## src/rtl/accum_divider_if.sv

```systemverilog
// Handshake and operand bus for the accum_divider.
// Control logic drives the operands and start; the divider returns its status and results.
interface accum_divider_if #(
    parameter int DATA_WIDTH = 32
);
    logic                      start;
    logic [2*DATA_WIDTH-1:0]   dividend;
    logic [DATA_WIDTH-1:0]     divisor;
    logic                      busy;
    logic                      done;
    logic [2*DATA_WIDTH-1:0]   quotient;
    logic [DATA_WIDTH-1:0]     remainder;
    logic                      div_by_zero;

    modport master (
        output start, dividend, divisor,
        input  busy, done, quotient, remainder, div_by_zero
    );

    modport slave (
        input  start, dividend, divisor,
        output busy, done, quotient, remainder, div_by_zero
    );
endinterface

```

## src/rtl/accum_divider.sv

```systemverilog
// Restoring shift-subtract divider: a 2W-bit accumulated sum is divided by a W-bit count.
// One quotient bit is retired per clock. Results are held in output registers, separate from the working state.
module accum_divider #(
    parameter int DATA_WIDTH = 32
) (
    input  logic          Clk,
    input  logic          Rst,
    accum_divider_if.slave bus
);
    localparam int W  = DATA_WIDTH;
    localparam int CW = $clog2(2*W) + 1;

    typedef enum logic [1:0] {S_IDLE, S_RUN, S_DONE} state_t;

    state_t          state, state_n;
    logic [W-1:0]    prem;
    logic [2*W-1:0]  dvd;
    logic [W-1:0]    dsr;
    logic [CW-1:0]   cnt;
    logic [2*W-1:0]  quotient_r;
    logic [W-1:0]    remainder_r;
    logic            dbz_r;

    logic [W:0]      shifted;
    logic [W-1:0]    diff;
    logic [W-1:0]    prem_step;
    logic [2*W-1:0]  dvd_step;
    logic            fits;
    logic            last;
    logic            accept;
    logic            zero_div;

    // The shifted partial remainder is W+1 bits wide, so the compare cannot overflow. Any difference
    // that is kept is smaller than the divisor, which lets it be stored back in W bits.
    // Quotient bits shift into the dividend register from the bottom as dividend bits leave at the top.
    always_comb begin
        state_n    = state;
        accept     = 1'b0;
        bus.busy   = 1'b0;
        bus.done   = 1'b0;
        zero_div   = (bus.divisor == '0);
        shifted    = {prem, dvd[2*W-1]};
        fits       = (shifted >= {1'b0, dsr});
        diff       = shifted[W-1:0] - dsr;
        prem_step  = fits ? diff : shifted[W-1:0];
        dvd_step   = {dvd[2*W-2:0], fits};
        last       = (cnt == CW'(1));
        case (state)
            S_IDLE: accept = bus.start;
            S_RUN: begin
                bus.busy = 1'b1;
                if (last)
                    state_n = S_DONE;
            end
            S_DONE: begin
                bus.done = 1'b1;
                accept   = bus.start;
                state_n  = S_IDLE;
            end
            default: state_n = S_IDLE;
        endcase
        if (accept)
            state_n = zero_div ? S_DONE : S_RUN;
    end

    always_ff @(posedge Clk) begin
        if (Rst)
            state <= S_IDLE;
        else
            state <= state_n;
    end

    // A divide by zero finishes on the accepting edge. A normal operation publishes its results only on the final iteration.
    always_ff @(posedge Clk) begin
        if (Rst) begin
            prem        <= '0;
            dvd         <= '0;
            dsr         <= '0;
            cnt         <= '0;
            quotient_r  <= '0;
            remainder_r <= '0;
            dbz_r       <= 1'b0;
        end else if (accept) begin
            prem <= '0;
            dvd  <= bus.dividend;
            dsr  <= bus.divisor;
            cnt  <= CW'(2*W);
            if (zero_div) begin
                quotient_r  <= '1;
                remainder_r <= bus.dividend[W-1:0];
                dbz_r       <= 1'b1;
            end else begin
                dbz_r <= 1'b0;
            end
        end else if (state == S_RUN) begin
            prem <= prem_step;
            dvd  <= dvd_step;
            cnt  <= cnt - CW'(1);
            if (last) begin
                quotient_r  <= dvd_step;
                remainder_r <= prem_step;
            end
        end
    end

    assign bus.quotient    = quotient_r;
    assign bus.remainder   = remainder_r;
    assign bus.div_by_zero = dbz_r;
endmodule

```

## src/flat_wrapper.sv

```systemverilog
// flat-port wrapper written by rule: the top's interface ports become plain ports
module accum_divider_flat 
#(
    parameter int DATA_WIDTH = 32
)
  (Clk, Rst, bus_start, bus_dividend, bus_divisor, bus_busy, bus_done, bus_quotient, bus_remainder, bus_div_by_zero);
  accum_divider_if #(.DATA_WIDTH(DATA_WIDTH)) bus_i ();
  input  logic Clk;
  input  logic Rst;
  input wire logic [$bits(bus_i.start)-1:0] bus_start;
  input wire logic [$bits(bus_i.dividend)-1:0] bus_dividend;
  input wire logic [$bits(bus_i.divisor)-1:0] bus_divisor;
  output wire logic [$bits(bus_i.busy)-1:0] bus_busy;
  output wire logic [$bits(bus_i.done)-1:0] bus_done;
  output wire logic [$bits(bus_i.quotient)-1:0] bus_quotient;
  output wire logic [$bits(bus_i.remainder)-1:0] bus_remainder;
  output wire logic [$bits(bus_i.div_by_zero)-1:0] bus_div_by_zero;
  assign bus_i.start = bus_start;
  assign bus_i.dividend = bus_dividend;
  assign bus_i.divisor = bus_divisor;
  assign bus_busy = bus_i.busy;
  assign bus_done = bus_i.done;
  assign bus_quotient = bus_i.quotient;
  assign bus_remainder = bus_i.remainder;
  assign bus_div_by_zero = bus_i.div_by_zero;
  accum_divider #(.DATA_WIDTH(DATA_WIDTH)) u_core (.Clk(Clk), .Rst(Rst), .bus(bus_i));
endmodule
```

## config.mk

```make
export PLATFORM = sky130hd
export DESIGN_NAME = accum_divider_flat
export DESIGN_NICKNAME = d
export VERILOG_FILES = /design/src/rtl/accum_divider_if.sv /design/src/rtl/accum_divider.sv /design/src/flat_wrapper.sv
export SDC_FILE = /design/constraint.sdc
export NUM_CORES = 1
export LEC_CHECK = 0
export BUFFER_PORTS_ARGS = -buffer_cell sky130_fd_sc_hd__buf_2
export CAP_MARGIN = 15
export CORE_MARGIN = 2
export CORE_UTILIZATION = 60
export CTS_CLUSTER_DIAMETER = 80
export CTS_CLUSTER_SIZE = 40
export DETAILED_ROUTE_END_ITERATION = 10
export PLACE_DENSITY = 0.87
export SLEW_MARGIN = 20
export SYNTH_ARGS = -nofsm -noshare
export SYNTH_HDL_FRONTEND = slang
export SYNTH_SLANG_ARGS = --single-unit
```

## constraint.sdc

```tcl
create_clock -name Clk -period 8.7 [get_ports Clk]
set_input_delay 1.305 -clock Clk [delete_from_list [all_inputs] [get_ports Clk]]
set_output_delay 1.305 -clock Clk [all_outputs]
set_load 0.01 [all_outputs]
```

==> summary.md <==
| Metric | Value |
|---|---|
| Final setup vio count | 0 |
| Mean Syn Cell Area | 7.74 um2 |
| Vias in the first global route | 9671 |
| Worst Tran Pin Value | 1.04 ns |
| Clock Skew | 0.0544 ns |
| CTS Root Cell | clkbuf_16 |
| Status | complete, no violations |
| Drt first-iter violations | 1038 |
| CP max stage cell | buf_4 |
| GR Util All Layers | 0.301 |
| Final WS setup | 4.70 ns |
| Minimum clock period | 4.00 ns |
| Core Region | ~0.018 mm2 |
| Number of setup buffers added after CTS | 0 |
| Inserted Clock Buffers | 12 |
| Fin nets | 1660 |
| DRT antenna net count | 0 |
| Critical path's largest stage delay | 0.68 ns |
| Drt pass-1 iters | 6 |
| Routed WL | 30200 um |
| Starting Density | 0.610 |
| Leading post-synthesis cells by cell area | dfxtp_1, nand2_1, nor2_1 |
| Sequential area share after synthesis | 0.429 |
| Crit Path Class | in -> reg |
| Antenna violations before repair | 0 |
| Synth cell types | 68 |
| Leakage | 5.17 nW |
| Number of port buffers | roughly 200 |
| Most common cell in the netlist | dfxtp_1 |
| Gr ovfl total | 0 |
| Biggest area consumer among synthesized cells | dfxtp_1 |
| Crit path max fanout | 86 |
| Max-slew violations | 0 |
| FMAX | 250 MHz |
| Share of cells above drive strength 1 | 0.160 |
| Die Span Y | 139 um |
| GPL Wtd Cong | 0.915 |
| Primary FF master, synth | dfxtp_1 |
| Mapped Nets | 1544 |
| Mapped Cells | 1410 |
| CTS Buffer Depth | 3 |
| Total number of vias | about 11k |
| CTS tree | done |
| Unrepaired setup endpoints after global routing | false |
| CP Buf/Inv Count | 2 |
| CTS sink cnt | 234 |
| Rel. slew slack | 0.303 |
| Synth-to-layout area growth | 12.6% |
| Period Utilization, post-route | 0.459 |
| Ys async rst share | 0 |
| Flops & latches, synth | 234 |
| Clock-pin slew on the worst setup and hold paths | approximately 0.14 ns |
| Post-DP HPWL | approximately 21000 um |
| Max-cap violations | 0 |
| I/O Pins | 198 |
| CTS Hold Bufs | 0 |
| # fillers | 1491 |
| Worst Hold Class | reg -> reg |
| Worst Setup End Kind | flop |
| Clk Latency, worst-skew pair | 0.52 ns |
| Startpoint Class | primary input |
| Post-CTS Resized | 0 |
| Maximum vdd drop | 0.000222 V |
| Arrival @ worst endpoint | about 4.4 ns |
| Global-route wire length before repair | approximately 49000 um |
| Rows | 49 |
| Synth Cell Area | 0.0109 mm2 |
| # diodes | 0 |
| Synth Warn # | 0 |
| Number of flops mapped to enable cells by yosys | 0 |
| Largest net degree at the start of global routing | 104 |
| Cell Chain, Critical Path | buf_2 > nor4_1 > nand4_1 > nor2_1 > a21o_4 > buf_4 > o21ai_0 > a21boi_0 > a221oi_2 |
| Setup Slack @ Placement | 4.19 ns |
| Synth top area share | 0.429 |
| CP top delay family | compound AO/OA/AOI/OAI gates |
| Synth top cells by count | dfxtp_1, nand2_1, nor2_1, nor3_1, a21oi_1 |
| Sum Neg Setup Slack | 0 ns |
| Worst EP required | 9.14 ns |
| Width of the die | about 140 um |
| DR WL/cell | 17.2 um |
| Die Area | about 0.019 mm2 |
| PwrDens | approximately 210 mW/mm2 |
| DR vias/cell | 5.99 |
| H-tree depth | 1 |
| Remaining DRCs | 0 |
| Area occupied by multi-input gates | 0.00564 mm2 |
| Fin. Hold Viols | 0 |
| Storage element area | 0.00468 mm2 |
==> per-stage QoR <==
step                      power [mW]  hold slack, ns  area, um2   util  std cells
after detailed placement        1.87           0.447      11800  0.661       1741
after global placement          1.87           0.442      11800  0.661       1741
after CTS                       2.56           0.462      12300  0.686       1761
after floorplan                 1.71           0.436      10900      -       1410
after global routing            2.69           0.480      12300  0.686       1761
final                           2.57           0.459      12300  0.686       1761
==> logic make-up (layout without fill, tap and decap cells) <==
kind of cell | Yosys count | in the layout | synth area share
AND/OR/NAND/NOR | 600 | 600 | 0.241
AO/OA/AOI/OAI | 341 | 341 | 0.189
flip-flops | 234 | 234 | 0.429
buffers and inverters | 148 | 270 | 0.0558
adder cells (fa/ha/maj) | 35 | 35 | 0.0408
XOR/XNOR | 33 | 33 | 0.0265
multiplexers | 19 | 19 | 0.0174
==> where the power goes <==
group	internal, mW	switching (mW)	total (mW)
registers	1.13	0.0472	1.18
clock network	0.301	0.403	0.703
logic	0.252	0.438	0.690
total	1.69	0.888	2.57
==> metal layers <==
layer	wire length (um)	track usage	vias up
li1	-	-	5124
met1	12600	0.409	4899
met2	14500	0.508	455
met3	2290	0.0359	66
met4	886	0.0898	0
met5	0	0	-
==> placed cells by master (no fill, tap or decap), drive strengths merged, types with 19 or more instances in the layout <==
cell type / count
dfxtp: 234
a31oi: 38
a21oi: 92
inv: 45
mux2i: 19
buf: 207
o22ai: 56
nor2: 192
xnor2: 20
nor3: 101
o21ai: 84
ha: 34
nand2: 229
==> state kept, by name, summed over array words and instances, names as in the netlist <==
| name | count |
|---|---|
| u_core.bus.div_by_zero | 1 |
| u_core.bus.quotient | 64 |
| u_core.bus.remainder | 32 |
| u_core.cnt | 7 |
| u_core.dsr | 32 |
| u_core.dvd | 64 |
| u_core.prem | 32 |
| u_core.state | 2 |
==> worst register-to-register path: stages (launching register included) <==
cell and delay, ns:
dfxtp_1 0.35, inv_1 0.05, ha_1 0.49, nand4_4 0.17, or3_4 0.42, or4_4 0.56, nor3_2 0.23, nor3_2 0.11
nand2_4 0.39, mux2i_1 0.50, o22ai_1 0.15
==> final timing paths <==
kind	startpoint	to	slack (ns)	cells after the start
worst min-delay path	u_core.dsr[17]	u_core.dsr[17]	0.46	2
worst max-delay path	bus_divisor[16]	u_core.bus.remainder[23]	4.70	9
worst max register to register	u_core.dsr[16]	u_core.bus.remainder[18]	5.16	10
worst min register to register	u_core.dsr[17]	u_core.dsr[17]	0.46	2
==> layout make-up <==
cell class	instances	share of cell area
clock inverters	7	0.00978
inverters	43	0.0131
flip-flops and latches	234	0.381
clock buffers	13	0.0265
well taps	229	0.0233
repair buffers	207	0.0869
multi-input cells	1028	0.459
No activity file was read; power rests on OpenSTA's default activity.
